**src/rtl/seg7_pkg.sv**
```systemverilog
// Shared widths, segment codes and helpers for the seg7_scan_mux display driver.
// Segment codes are stored active-low, ordered a..g (index 0 = a).
package seg7_pkg;

    localparam int SEG_W = 7;
    localparam int BCD_W = 4;

    typedef logic [0:SEG_W-1] seg_t;

    localparam seg_t SEG_BLANK = 7'b1111111;

    // 10..15 hold the hex glyphs; the decoder decides whether to use them.
    localparam seg_t SEG_LUT [16] = '{
        7'b0000001, 7'b1001111, 7'b0010010, 7'b0000110,
        7'b1001100, 7'b0100100, 7'b0100000, 7'b0001111,
        7'b0000000, 7'b0000100, 7'b0001000, 7'b1100000,
        7'b0110001, 7'b1000010, 7'b0110000, 7'b0111000
    };

    function automatic int idx_width(input int n);
        return (n > 1) ? $clog2(n) : 1;
    endfunction

endpackage

```
**src/rtl/seg7_scan_mux_if.sv**
```systemverilog
// Data/display bundle for seg7_scan_mux: the master loads BCD words, the slave drives the pins.
interface seg7_scan_mux_if #(
    parameter int NUM_DIGITS = 4
);
    import seg7_pkg::*;

    localparam int IDX_W = idx_width(NUM_DIGITS);

    logic                        load;
    logic [BCD_W*NUM_DIGITS-1:0] digits_in;
    logic [NUM_DIGITS-1:0]       dp_in;
    logic                        lzb_en;
    seg_t                        seg_out;
    logic                        dp_out;
    logic [NUM_DIGITS-1:0]       an_out;
    logic [IDX_W-1:0]            digit_idx;

    modport master (
        output load, digits_in, dp_in, lzb_en,
        input  seg_out, dp_out, an_out, digit_idx
    );

    modport slave (
        input  load, digits_in, dp_in, lzb_en,
        output seg_out, dp_out, an_out, digit_idx
    );

endinterface

```
**src/rtl/seg7_decode_ext.sv**
```systemverilog
// Combinational 4-bit code to active-low segment decoder.
// Define SEG7_SCAN_HEX_DIGITS_EN to show A..F for codes 10..15; otherwise they blank.
module seg7_decode_ext
    import seg7_pkg::*;
(
    input  logic [BCD_W-1:0] code_i,
    output seg_t             seg_o
);

    always_comb begin
        seg_o = SEG_LUT[code_i];
`ifdef SEG7_SCAN_HEX_DIGITS_EN
`else
        if (code_i > BCD_W'(9)) begin
            seg_o = SEG_BLANK;
        end
`endif
    end

endmodule

```
**src/rtl/seg7_scan_mux.sv**
```systemverilog
// Time-multiplexed N-digit 7-segment driver with leading-zero blanking and decimal points.
// Optional hex glyphs for codes 10..15 via SEG7_SCAN_HEX_DIGITS_EN (see seg7_decode_ext).
module seg7_scan_mux
    import seg7_pkg::*;
#(
    parameter int NUM_DIGITS     = 4,
    parameter int REFRESH_DIV    = 50000,
    parameter bit SEG_ACTIVE_LOW = 1'b1
) (
    input  logic            clk,
    input  logic            rst,
    seg7_scan_mux_if.slave  bus
);

    localparam int IDX_W = idx_width(NUM_DIGITS);
    localparam int PRE_W = $clog2(REFRESH_DIV);

    function automatic seg_t phys_seg(input seg_t s_lo);
        return SEG_ACTIVE_LOW ? s_lo : ~s_lo;
    endfunction

    function automatic logic phys_bit(input logic b_lo);
        return SEG_ACTIVE_LOW ? b_lo : ~b_lo;
    endfunction

    function automatic logic [NUM_DIGITS-1:0] phys_an(input logic [NUM_DIGITS-1:0] a_lo);
        return SEG_ACTIVE_LOW ? a_lo : ~a_lo;
    endfunction

    logic [PRE_W-1:0]            pre_q, pre_d;
    logic                        tick;
    logic [IDX_W-1:0]            idx_q, idx_d;
    logic [BCD_W*NUM_DIGITS-1:0] dig_q, dig_d;
    logic [NUM_DIGITS-1:0]       dpsh_q, dpsh_d;
    seg_t                        seg_q, seg_d;
    logic                        dpo_q, dpo_d;
    logic [NUM_DIGITS-1:0]       an_q, an_d;

    logic [NUM_DIGITS-1:0]       blank_vec;
    logic                        zero_above;
    logic [BCD_W-1:0]            sel_code;
    logic                        sel_dp;
    logic                        sel_blank;
    seg_t                        dec_seg;

    always_comb begin
        tick  = (pre_q == PRE_W'(REFRESH_DIV - 1));
        pre_d = tick ? '0 : pre_q + PRE_W'(1);
        idx_d = idx_q;
        if (tick) begin
            idx_d = (idx_q == IDX_W'(NUM_DIGITS - 1)) ? '0 : idx_q + IDX_W'(1);
        end
        dig_d  = dig_q;
        dpsh_d = dpsh_q;
        if (bus.load) begin
            dig_d  = bus.digits_in;
            dpsh_d = bus.dp_in;
        end
    end

    // Walk from the most significant digit down; a digit blanks while everything above it is zero.
    always_comb begin
        blank_vec  = '0;
        zero_above = 1'b1;
        for (int i = NUM_DIGITS - 1; i >= 1; i--) begin
            zero_above   = zero_above & (dig_q[i*BCD_W +: BCD_W] == '0);
            blank_vec[i] = bus.lzb_en & zero_above;
        end
    end

    // Outputs are prepared for the index being entered, so they land together with the tick.
    always_comb begin
        sel_code  = '0;
        sel_dp    = 1'b0;
        sel_blank = 1'b0;
        for (int i = 0; i < NUM_DIGITS; i++) begin
            if (idx_d == IDX_W'(i)) begin
                sel_code  = dig_q[i*BCD_W +: BCD_W];
                sel_dp    = dpsh_q[i];
                sel_blank = blank_vec[i];
            end
        end
    end

    seg7_decode_ext u_decode (
        .code_i (sel_code),
        .seg_o  (dec_seg)
    );

    always_comb begin
        seg_d = seg_q;
        dpo_d = dpo_q;
        an_d  = an_q;
        if (tick) begin
            seg_d = phys_seg(sel_blank ? SEG_BLANK : dec_seg);
            dpo_d = phys_bit(~sel_dp);
            an_d  = phys_an(~(NUM_DIGITS'(1) << idx_d));
        end
    end

    always_ff @(posedge clk or posedge rst) begin
        if (rst) begin
            pre_q  <= '0;
            idx_q  <= IDX_W'(NUM_DIGITS - 1);
            dig_q  <= '0;
            dpsh_q <= '0;
            seg_q  <= phys_seg(SEG_BLANK);
            dpo_q  <= phys_bit(1'b1);
            an_q   <= phys_an('1);
        end else begin
            pre_q  <= pre_d;
            idx_q  <= idx_d;
            dig_q  <= dig_d;
            dpsh_q <= dpsh_d;
            seg_q  <= seg_d;
            dpo_q  <= dpo_d;
            an_q   <= an_d;
        end
    end

    assign bus.seg_out   = seg_q;
    assign bus.dp_out    = dpo_q;
    assign bus.an_out    = an_q;
    assign bus.digit_idx = idx_q;

endmodule

```
**src/flat_wrapper.sv**
```systemverilog
// flat-port wrapper written by rule: the top's interface ports become plain ports
module seg7_scan_mux_flat import seg7_pkg::*;
#(
    parameter int NUM_DIGITS     = 4,
    parameter int REFRESH_DIV    = 50000,
    parameter bit SEG_ACTIVE_LOW = 1'b1
)
  (clk, rst, bus_load, bus_digits_in, bus_dp_in, bus_lzb_en, bus_seg_out, bus_dp_out, bus_an_out, bus_digit_idx);
  seg7_scan_mux_if #(.NUM_DIGITS(NUM_DIGITS)) bus_i ();
  input  logic clk;
  input  logic rst;
  input wire logic [$bits(bus_i.load)-1:0] bus_load;
  input wire logic [$bits(bus_i.digits_in)-1:0] bus_digits_in;
  input wire logic [$bits(bus_i.dp_in)-1:0] bus_dp_in;
  input wire logic [$bits(bus_i.lzb_en)-1:0] bus_lzb_en;
  output wire logic [$bits(bus_i.seg_out)-1:0] bus_seg_out;
  output wire logic [$bits(bus_i.dp_out)-1:0] bus_dp_out;
  output wire logic [$bits(bus_i.an_out)-1:0] bus_an_out;
  output wire logic [$bits(bus_i.digit_idx)-1:0] bus_digit_idx;
  assign bus_i.load = bus_load;
  assign bus_i.digits_in = bus_digits_in;
  assign bus_i.dp_in = bus_dp_in;
  assign bus_i.lzb_en = bus_lzb_en;
  assign bus_seg_out = bus_i.seg_out;
  assign bus_dp_out = bus_i.dp_out;
  assign bus_an_out = bus_i.an_out;
  assign bus_digit_idx = bus_i.digit_idx;
  seg7_scan_mux #(.NUM_DIGITS(NUM_DIGITS), .REFRESH_DIV(REFRESH_DIV), .SEG_ACTIVE_LOW(SEG_ACTIVE_LOW)) u_core (.clk(clk), .rst(rst), .bus(bus_i));
endmodule
```
**config.mk**
```make
export PLATFORM = sky130hd
export DESIGN_NAME = seg7_scan_mux_flat
export DESIGN_NICKNAME = d
export VERILOG_FILES = /design/src/rtl/seg7_pkg.sv /design/src/rtl/seg7_scan_mux_if.sv /design/src/rtl/seg7_decode_ext.sv /design/src/rtl/seg7_scan_mux.sv /design/src/flat_wrapper.sv
export SDC_FILE = /design/constraint.sdc
export NUM_CORES = 1
export LEC_CHECK = 0
export ABC_AREA = 1
export ABC_CLOCK_PERIOD_IN_PS = 2600
export BUFFER_PORTS_ARGS = -buffer_cell sky130_fd_sc_hd__buf_2
export CAP_MARGIN = 10
export CORE_AREA = 2 2 93 95
export DETAILED_ROUTE_END_ITERATION = 6
export DIE_AREA = 0 0 95 97
export GPL_TIMING_DRIVEN = 0
export HOLD_SLACK_MARGIN = 0.05
export PLACE_DENSITY = 0.61
export SYNTH_ARGS = -nofsm -noshare
export SYNTH_HDL_FRONTEND = slang
export SYNTH_SLANG_ARGS = --single-unit
```
**constraint.sdc**
```tcl
create_clock -name clk -period 2.6 [get_ports clk]
set_input_delay 0.52 -clock clk [delete_from_list [all_inputs] [get_ports clk]]
set_output_delay 0.52 -clock clk [all_outputs]
set_load 0.02 [all_outputs]
```
==> summary.txt, run 1 <==
Synthesis
  • Ys flop type: dfrtp_1
  • Sequential element share of the synthesized area: 45.0%
  • Synthesized area: 2820 µm²
  • Syn Nets: 373
  • Cells after Synth: 340
  • Yosys warnings: 0
  • Distinct cells, synth: 36
  • Avg Inst Size Synth: 8.29 µm²
  • FF+latch count, synth: 50
  • Number of flops mapped to enable cells by yosys: 0
  • Ys async rst share: 100%

Clocking
  • Clk buf depth: 2
  • TritonCTS Buffers: 5
  • Hold-fix buffer count after cts: 0
  • Clk sinks: 50
  • Worst skew pair latency: 0.31 ns
  • Clk root buf: clkbuf_8
  • H-tree depth: 2
  • CTS tree: built
  • Worst-path clk slew: 0.10 ns

Detailed routing
  • Antenna-violating nets left: 0
  • Drt total wl: 6.69 mm
  • Top sig layer: met4
  • Wire length per cell: 12.9 µm
  • Routed met3 length: 253 µm
  • WL met2: 3.29 mm
  • Drt pass-1 iters: 4
  • Iter 0 DRT Violations: 107
  • Met1 wire length: 3.03 mm
  • Vias per inst: 4.69
  • Vias post-DR: 2428
  • DRC Markers: 0

STA
  • Final Cycle Share: 98.1%
  • Final Max Slew Viols: 0
  • Fmax: 0.392 GHz
  • Min cycle time layout: 2.55 ns
  • Slew @ Worst Pin: 0.480 ns
  • Fin. Hold Viols: 0
  • Worst Skew: 0.0134 ns
  • Final setup fails: 0
  • Final setup TNS: 0 ns
  • Worst slew margin: 68.0%
  • RSZ-0062 raised after global routing: yes

Final layout
  • Final Instance Count excl. Fillers: 518
  • Final net count: 445
  • Layout cells sized above 1: 36.8%
  • Final core utilization: 45.2%
  • Antenna Diode Count: 0
  • Area Overhead vs Synth: 30.4%

Pwr
  • Peak VDD IR: 0.000304 V
  • Leak: 1.79 nW
  • Pwr dens: 464 nW/µm²
  • Pwr Total: 1.70 mW

Floorplan
  • Chip Width: 95 µm
  • Placeable Area: 8130 µm²
  • Die Ht: 97 µm
  • Initial Util: 34.7%
  • Rows: 33
  • DIE AREA: 9220 µm²
  • I/O Pins: 38

Place
  • Post-DP HPWL: 4.56 mm
  • Gpl congestion: 0.822
  • Placed insts: 482
  • Port buffer count: 36

Global routing
  • First-pass GRT wire length: 10.7 mm
  • GRT Total Usage: 14.5%
  • Largest net degree at the start of global routing: 36
  • Vias in the first global route: 2341
  • Initial antenna violation count: 0
  • Grt total ovfl: 0

Critical path
  • Crit path kind: flop to flop
  • Critical path data arrival time: 2.79 ns
  • Critical Path Sink Type: flop
  • Crit start category: flop
  • Crit path max fanout: 5
  • Critical Path RT: 2.84 ns

Status
  • Status: completed

Flow run
  • Max-cap viol count: 0

Min path
  • Worst Hold Class: primary input to async pin
-- worst paths after layout --
check                           depth (start not counted)  slack (ns)                    end         startpoint
min in group clk                                        3        0.41       u_core.dig_q[13]  bus_digits_in[13]
worst max-delay path                                   17        0.05  u_core.bus.seg_out[4]    u_core.pre_q[1]
worst max register to register                         17        0.05  u_core.bus.seg_out[4]    u_core.pre_q[1]
worst min-delay path                                    2        0.16        u_core.dig_q[8]                rst
max in group asynchronous                               3        1.86   u_core.bus.an_out[2]                rst
worst min register to register                          2        0.47      u_core.bus.dp_out  u_core.bus.dp_out
-- metal layers --
| metal | track usage, % | vias up |
|---|---|---|
| li1 | - | 1227 |
| met1 | 19.5 | 1144 |
| met2 | 23.3 | 46 |
| met3 | 2.73 | 11 |
| met4 | 4.68 | 0 |
| met5 | 0 | - |
-- placed cells by master, fill, tap and decap left out, types with 3 or more instances in the layout --
cell      synthesis  final
nand2_1          70     67
inv_1            45     42
nor2_1           38     36
buf_2             0     36
dfrtp_1          36     35
buf_4             0     25
o21ai_0          21     20
nand3_1          23     19
dfstp_2          14     14
nand2_4           3      9
a21oi_1          11      9
nand2_2          10      7
mux2_2            6      6
nor2_4            5      6
clkbuf_1          5      5
nor2_2            4      5
nand3_2           3      5
nand4_1           5      5
clkbuf_8          0      5
inv_2             2      4
xor2_1            4      4
a21oi_2           2      4
ha_1              9      4
nand3_4           1      3
nand3b_1          3      3
nor3_1            3      3
ha_4              0      3
-- cell families (layout without fill, tap and decap cells) --
family                     after synthesis  after routing  share of synthesized area [%]
and+or+nand+nor                        176            176                           31.2
buffers and inverters                   54            127                           7.46
DFF                                     50             50                           45.0
AOI/OAI and AO/OA                       41             41                           8.70
adders and majority gates                9              9                           3.99
muxes                                    6              6                           2.40
xor gates and xnor gates                 4              4                           1.24
-- timing repair --
action	4_1_cts	5_1_grt
cloned	0	1
setup buffers	13	14
endpoints found under the setup margin	7	7
pin swaps	2	16
endpoints found under the hold margin	0	0
resized for setup	9	29
-- flip-flops by register name, summed over array words and instances, names as in the netlist --
register and count:
u_core.dpsh_q 4, u_core.bus.seg_out 7, u_core.dig_q 16, u_core.bus.dp_out 1, u_core.bus.an_out 4, u_core.pre_q 16
u_core.bus.digit_idx 2
-- synth_stat cells (2+ instances only) --
cell	instances	area, µm²
dfstp_2	14	368
nand2_4	3	33.8
nand3b_1	3	22.5
xor2_1	4	35.0
a21oi_1	11	55.1
nor2_2	4	25.0
nand3_2	3	30.0
mux2_2	6	67.6
nand2_2	10	62.6
inv_1	45	169
nand2_1	70	263
nand4_1	5	31.3
ha_1	9	113
inv_2	2	7.51
nand4_2	2	25.0
a21oi_2	2	17.5
clkbuf_1	5	18.8
nor2_4	5	56.3
nor3_1	3	15.0
o21ai_0	21	105
nand3_1	23	115
dfrtp_1	36	901
or2_2	3	18.8
o22ai_1	2	12.5
nor2_1	38	143
-- cell type report --
cell class              count  area [µm²]
multi-input cells         236        1480
fillers                   767        4460
well taps                 105         131
clock inverters             3        68.8
repair buffers             65         435
inverters                  48         183
clock buffers               5        68.8
plain buffers               6        33.8
flip-flops and latches     50        1270
-- metrics by stage --
step	worst slack, ns	hold WS [ns]	instance area (µm²)
final	0.0504	0.159	3670
after global routing	-0.126	0.179	3670
after CTS	0.00142	0.172	3430
after detailed placement	-0.251	0.458	3150
after global placement	-0.185	0.451	3130
after floorplan	0.103	0.433	2820
-- critical path: stages, from the launching register on --
cell     delay (ns)
dfrtp_1        0.41
ha_4           0.18
nand3_4        0.09
nor2_4         0.18
nand2_4        0.10
nand2_4        0.08
nand2_4        0.08
buf_8          0.15
nor2_4         0.11
nand2_2        0.08
nand4_4        0.13
inv_4          0.07
ha_4           0.16
or2_4          0.24
nand3_4        0.10
a21oi_4        0.08
buf_6          0.13
a21oi_2        0.12
-- where the power goes --
| group | internal, mW | switching, mW | total [mW] |
|---|---|---|---|
| registers | 0.807 | 0.0173 | 0.824 |
| clock network | 0.386 | 0.278 | 0.663 |
| logic | 0.0919 | 0.125 | 0.216 |
No activity file was read; power rests on OpenSTA's default activity.
==> run 2: changes to the inputs <==
--- a/config.mk
+++ b/config.mk
@@ -14,7 +14,6 @@
 export DIE_AREA = 0 0 95 97
 export GPL_TIMING_DRIVEN = 0
 export HOLD_SLACK_MARGIN = 0.05
-export PLACE_DENSITY = 0.61
 export SYNTH_ARGS = -nofsm -noshare
 export SYNTH_HDL_FRONTEND = slang
 export SYNTH_SLANG_ARGS = --single-unit
==> run 2 against run 1 <==
Net effect: non-clock buffer count is 3 higher; final cell count rose by 0.58%; clock skew down 0.0054 ns; worst hold slack lost 0.035 ns; die area unchanged; clock power is 30% lower; combinational power barely moved; routed wire length is 0.42% lower; register-to-register slack barely moved; critical path type unchanged; largest power group unchanged; highest routed layer unchanged.
==> summary.txt, run 2 (synthesized netlist as in run 1, its figures left out) <==
Global routing
  • GR Util met2: 25.4%
  • First-pass GRT wire length: 11.0 mm
  • GR Layer Usage met3: 2.34%
  • Most Used Layer, Global Route: met2
  • GRT Total Usage: 15.0%
  • Vias in the first global route: 2421
  • Largest net degree at the start of global routing: 41
  • Initial antenna violation count: 0
  • Grt total ovfl: 0
  • Met1 track demand over resource: 18.7%

Detailed routing
  • DRC Markers: 0
  • Vias post-DR: 2432
  • Wire length per cell: 12.8 µm
  • Iter 0 DRT Violations: 64
  • Drt pass-1 iters: 4
  • Drt total wl: 6.66 mm
  • Antenna-violating nets left: 0
  • Vias per inst: 4.67

Place
  • Gpl congestion: 0.825
  • Placed insts: 482
  • Post-DP HPWL: 4.59 mm
  • Port buffer count: 36
  • Setup slack at placement: -0.216 ns

Critical path
  • RR Startpoint: u_core.pre_q[0]
  • CP max stage delay: 0.40 ns
  • Crit-path cells: ha_4 -> nand3_4 -> nor2_4 -> nand2_4 -> nand2_4 -> nand2_4 -> buf_8 -> nor2_4 -> nand2_2 -> nand4_4 -> inv_4 -> ha_4 -> or2_4 -> nand3_4 -> a21oi_4 -> buf_6 -> a21oi_2
  • WP buf/inv: 3
  • Slowest-stage cell, CP: dfrtp_1
  • FF-to-FF path depth: 17
  • Crit path kind: flop to flop
  • Crit path max-delay family: simple AND/OR/NAND/NOR gates
  • Critical Path Sink Type: flop
  • Critical Path RT: 2.85 ns
  • Reg2reg setup slack: 0.06 ns
  • Crit path max fanout: 6
  • Critical R2R Capture: u_core.bus.seg_out[1]
  • Crit start category: flop
  • CP most frequent cell: nand2_4
  • Critical path data arrival time: 2.78 ns

Clocking
  • Clk buf depth: 2
  • H-tree depth: 2
  • Hold-fix buffer count after cts: 0
  • Worst skew pair latency: 0.31 ns
  • TritonCTS Buffers: 5
  • Clk sinks: 50
  • Clk root buf: clkbuf_8
  • CTS tree: built
  • Worst-path clk slew: 0.10 ns

STA
  • Final Cycle Share: 97.5%
  • Worst setup margin: 0.0646 ns
  • Min cycle time layout: 2.54 ns
  • Final setup fails: 0
  • Slew @ Worst Pin: 0.481 ns
  • Fmax: 0.394 GHz
  • Final Max Slew Viols: 0
  • Worst Skew: 0.00804 ns
  • RSZ-0062 raised after global routing: yes
  • Fin. Hold Viols: 0
  • Worst slew margin: 68.0%

Final layout
  • Filler instances: 822
  • Antenna Diode Count: 0
  • Final Instance Count excl. Fillers: 521
  • Most common cell after layout, fill and taps aside: nand2_1
  • Final net count: 448
  • Layout cells sized above 1: 38.0%
  • Most frequent cells in the layout: nand2_1 (66), inv_1 (42), nor2_1 (36), buf_2 (36), dfrtp_1 (35)
  • Area Overhead vs Synth: 30.1%
  • Final core utilization: 45.1%

Pwr
  • Peak VDD IR: 0.000183 V
  • Pwr dens: 410 nW/µm²
  • Leak: 1.79 nW
  • Pwr Total: 1.50 mW

Floorplan
  • Rows: 33
  • Placeable Area: 8130 µm²
  • DIE AREA: 9220 µm²
  • I/O Pins: 38
  • Die Ht: 97 µm
  • Chip Width: 95 µm
  • Initial Util: 34.7%

Min path
  • Worst Hold Class: primary input to async pin

Flow run
  • Max-cap viol count: 0

Status
  • Status: completed
==> run 2: cell types whose count changed in the layout (fill, tap and decap cells not counted), moves of 2 or more <==
cell / previous run / this run
bufinv_16: 2 / 0
nand3_2: 5 / 10
buf_4: 25 / 29
nand3_1: 19 / 14
a21oi_2: 4 / 2
a21oi_1: 9 / 11
==> run 2: final cells by class <==
cell class	count	area [µm²]	share of cell area, %
timing repair buffer	68	454	12.4
clock inverter	2	13.8	0.375
clock buffer	6	72.6	1.98
sequential	50	1270	34.6
multi-input combinational	236	1510	41.2
inverter	48	183	4.98
tap	105	131	3.58
buffer	6	33.8	0.921
==> run 2: routing by layer <==
metal	part of all wire [%]	wire length, µm
met1	45	2990
met3	2.4	157
met5	0	0
met2	51	3380
met4	2.1	138
==> run 2: worst reg2reg max path, stage by stage, from the launching register on <==
cell	delay, ns
dfrtp_1	0.40
ha_4	0.17
nand3_4	0.10
nor2_4	0.18
nand2_4	0.10
nand2_4	0.09
nand2_4	0.08
buf_8	0.15
nor2_4	0.12
nand2_2	0.08
nand4_4	0.12
inv_4	0.07
ha_4	0.16
or2_4	0.25
nand3_4	0.10
a21oi_4	0.09
buf_6	0.13
a21oi_2	0.10
==> run 2: repair_timing <==
| action | in CTS | in global routing |
|---|---|---|
| endpoints found under the setup margin | 7 | 7 |
| cloned | 0 | 1 |
| pin swaps | 5 | 19 |
| buffers inserted | 13 | 17 |
| gates resized for setup | 10 | 32 |
==> run 2: worst max-delay path by stage <==
stage,start,endpoint,cells after the start
final,u_core.pre_q[0],u_core.bus.seg_out[1],17
after global routing,u_core.pre_q[0],u_core.bus.seg_out[1],17
after CTS,u_core.pre_q[1],u_core.bus.seg_out[2],18
after detailed placement,u_core.pre_q[0],u_core.bus.seg_out[2],18
after global placement,u_core.pre_q[0],u_core.bus.seg_out[2],18
after floorplan,u_core.pre_q[0],u_core.bus.seg_out[2],18
==> run 2: power by group <==
part / internal [mW] / leakage [nW] / switching, mW / total (mW)
Clock: 0.191 / 0.0452 / 0.274 / 0.464
Sequential: 0.807 / 0.593 / 0.0170 / 0.824
Combinational: 0.0896 / 1.16 / 0.125 / 0.215
==> run 2: through the flow <==
stage / TNS, ns / hold WS [ns] / cell area (µm²)
floorplan: 0 / 0.433 / 2820
global placement: -1.11 / 0.447 / 3130
detailed placement: -1.25 / 0.453 / 3150
CTS: 0 / 0.128 / 3380
global route: -0.236 / 0.133 / 3670
finish: 0 / 0.124 / 3670
==> run 3: changes to the inputs <==
--- a/config.mk
+++ b/config.mk
@@ -14,6 +14,7 @@
 export DIE_AREA = 0 0 95 97
 export GPL_TIMING_DRIVEN = 0
 export HOLD_SLACK_MARGIN = 0.05
+export PLACE_DENSITY_LB_ADDON = 0.1
 export SYNTH_ARGS = -nofsm -noshare
 export SYNTH_HDL_FRONTEND = slang
 export SYNTH_SLANG_ARGS = --single-unit
==> run 3 against run 2 <==
Net effect: total power is 0.18% higher; die area unchanged; worst hold slack better by 0.039 ns; clock skew grew 0.0066 ns; routed wire length fell by 1.1%; global-route usage increased by 0.075 points; fmax rose by 3.6%; sequential cell count unchanged; core utilization fell by 0.95 points; count of clock-buffer cells in the layout down 1.
==> summary.txt, run 3 (synthesized netlist as in run 1, its figures left out) <==
STA
  • Final Cycle Share: 94.2%
  • Worst Skew: 0.0146 ns
  • Min cycle time layout: 2.45 ns
  • Final Max Slew Viols: 0
  • Worst setup margin: 0.152 ns
  • Fmax: 0.408 GHz
  • Slew @ Worst Pin: 0.469 ns
  • Worst slew margin: 68.7%
  • Fin. Hold Viols: 0
  • Final setup fails: 0

Clocking
  • Clk sinks: 50
  • TritonCTS Buffers: 5
  • CTS tree: built
  • Worst skew pair latency: 0.31 ns
  • Hold-fix buffer count after cts: 0
  • Clk buf depth: 2
  • H-tree depth: 2
  • Clk root buf: clkbuf_8
  • Worst-path clk slew: 0.10 ns

Pwr
  • Peak VDD IR: 0.000228 V
  • Pwr dens: 419 nW/µm²
  • Leak: 1.76 nW
  • Pwr Total: 1.51 mW

Final layout
  • Area Overhead vs Synth: 27.4%
  • Most frequent cells in the layout: nand2_1 (64), inv_1 (42), nor2_1 (36), buf_2 (36), dfrtp_1 (35)
  • Final Cell Area: 3590 µm²
  • Final net count: 441
  • Antenna Diode Count: 0
  • Final core utilization: 44.1%
  • Final Instance Count excl. Fillers: 514
  • Layout cells sized above 1: 37.2%
  • Most common cell after layout, fill and taps aside: nand2_1

Global routing
  • GRT Total Usage: 15.1%
  • Initial antenna violation count: 0
  • Met1 track demand over resource: 21.2%
  • First-pass GRT wire length: 11.1 mm
  • Largest net degree at the start of global routing: 37
  • GR Util met2: 23.8%
  • Most Used Layer, Global Route: met2
  • GR Layer Usage met3: 3.04%
  • Vias in the first global route: 2346
  • Grt total ovfl: 0

Detailed routing
  • Drt total wl: 6.59 mm
  • Iter 0 DRT Violations: 61
  • Wire length per cell: 12.8 µm
  • Drt pass-1 iters: 4
  • Vias post-DR: 2368
  • Vias per inst: 4.61
  • Antenna-violating nets left: 0
  • DRC Markers: 0

Place
  • Placed insts: 482
  • Post-DP HPWL: 4.77 mm
  • Setup slack at placement: -0.291 ns
  • Gpl congestion: 0.797
  • Placed Area: 3150 µm²
  • Port buffer count: 36

Floorplan
  • Placeable Area: 8130 µm²
  • Rows: 33
  • DIE AREA: 9220 µm²
  • I/O Pins: 38
  • Chip Width: 95 µm
  • Initial Util: 34.7%
  • Die Ht: 97 µm

Critical path
  • Slowest-stage cell, CP: dfrtp_1
  • CP most frequent cell: nand2_4
  • Critical Path Sink Type: flop
  • Critical Path RT: 2.84 ns
  • Crit-path cells: nor2_4 -> nand2_2 -> nor2_4 -> nand2_4 -> nand2_4 -> nand2_4 -> buf_8 -> nor2_4 -> nand2_2 -> nand3_2 -> nand2_4 -> ha_2 -> or2_4 -> nand3_4 -> nand2_1 -> nand3_1 -> nor2_1 -> nor2_1
  • CP max stage delay: 0.44 ns
  • Crit path kind: flop to flop
  • Crit path max-delay family: simple AND/OR/NAND/NOR gates
  • Critical path data arrival time: 2.69 ns
  • WP buf/inv: 1
  • Crit start category: flop
  • Crit path max fanout: 5

Flow run
  • Max-cap viol count: 0

Min path
  • Worst Hold Class: primary input to async pin

Status
  • Status: completed
-- run 3: cell count changes in the layout (fill, tap and decap cells not counted), moves of 2 or more --
cell	before	now
nand3_1	14	16
nand3_2	10	8
ha_2	1	3
ha_4	3	1
buf_4	29	23
nand2_1	66	64
-- run 3: worst paths after layout --
kind	startpoint	to	slack, ns	depth (start not counted)
hold / removal	rst	u_core.pre_q[12]	0.16	2
setup / recovery	u_core.pre_q[7]	u_core.bus.seg_out[5]	0.15	18
hold reg to reg	u_core.bus.dp_out	u_core.bus.dp_out	0.48	2
max in group asynchronous	rst	u_core.bus.seg_out[5]	1.85	3
setup reg to reg	u_core.pre_q[7]	u_core.bus.seg_out[5]	0.15	18
min in group clk	bus_dp_in[0]	u_core.dpsh_q[0]	0.41	3
-- run 3: final cells by class --
type	instances	area, µm²
fill	846	4540
multi-input combinational	236	1490
sequential	50	1270
timing repair buffer	61	398
inverter	48	183
tap	105	131
clock buffer	5	68.8
buffer	6	33.8
clock inverter	3	21.3
-- run 3: what timing repair did --
item                                    4_1_cts  5_1_grt
endpoints found under the hold margin         0        0
cloned                                        0        1
pin swaps                                     5       14
resized for setup                            10       29
setup buffers                                15        8
endpoints found under the setup margin        7        7
-- run 3: per-stage QoR --
step	TNS, ns	hold slack [ns]
3_3_place_gp	-1.64	0.457
4_1_cts	0	0.173
6_report	0	0.163
5_1_grt	-0.0202	0.188
3_5_place_dp	-1.67	0.458
2_1_floorplan	0	0.433
-- run 3: power breakdown --
group | switching, mW | total (mW) | internal (mW)
Combinational | 0.120 | 0.207 | 0.0874
Sequential | 0.0173 | 0.824 | 0.807
Clock | 0.284 | 0.474 | 0.190
-- run 3: routing by layer --
metal	part of all wire (%)	vias to the layer above
met4	0.82	0
met3	3.9	4
li1	-	1222
met1	50	1101
met2	45	41
met5	0	-
-- run 3: worst register-to-register path, delay by kind of cell (launching register included) --
kind | cells | cell delay (ns)
buf+inv | 1 | 0.14
fa+ha+maj | 1 | 0.19
simple gates | 16 | 1.63
flops | 1 | 0.44
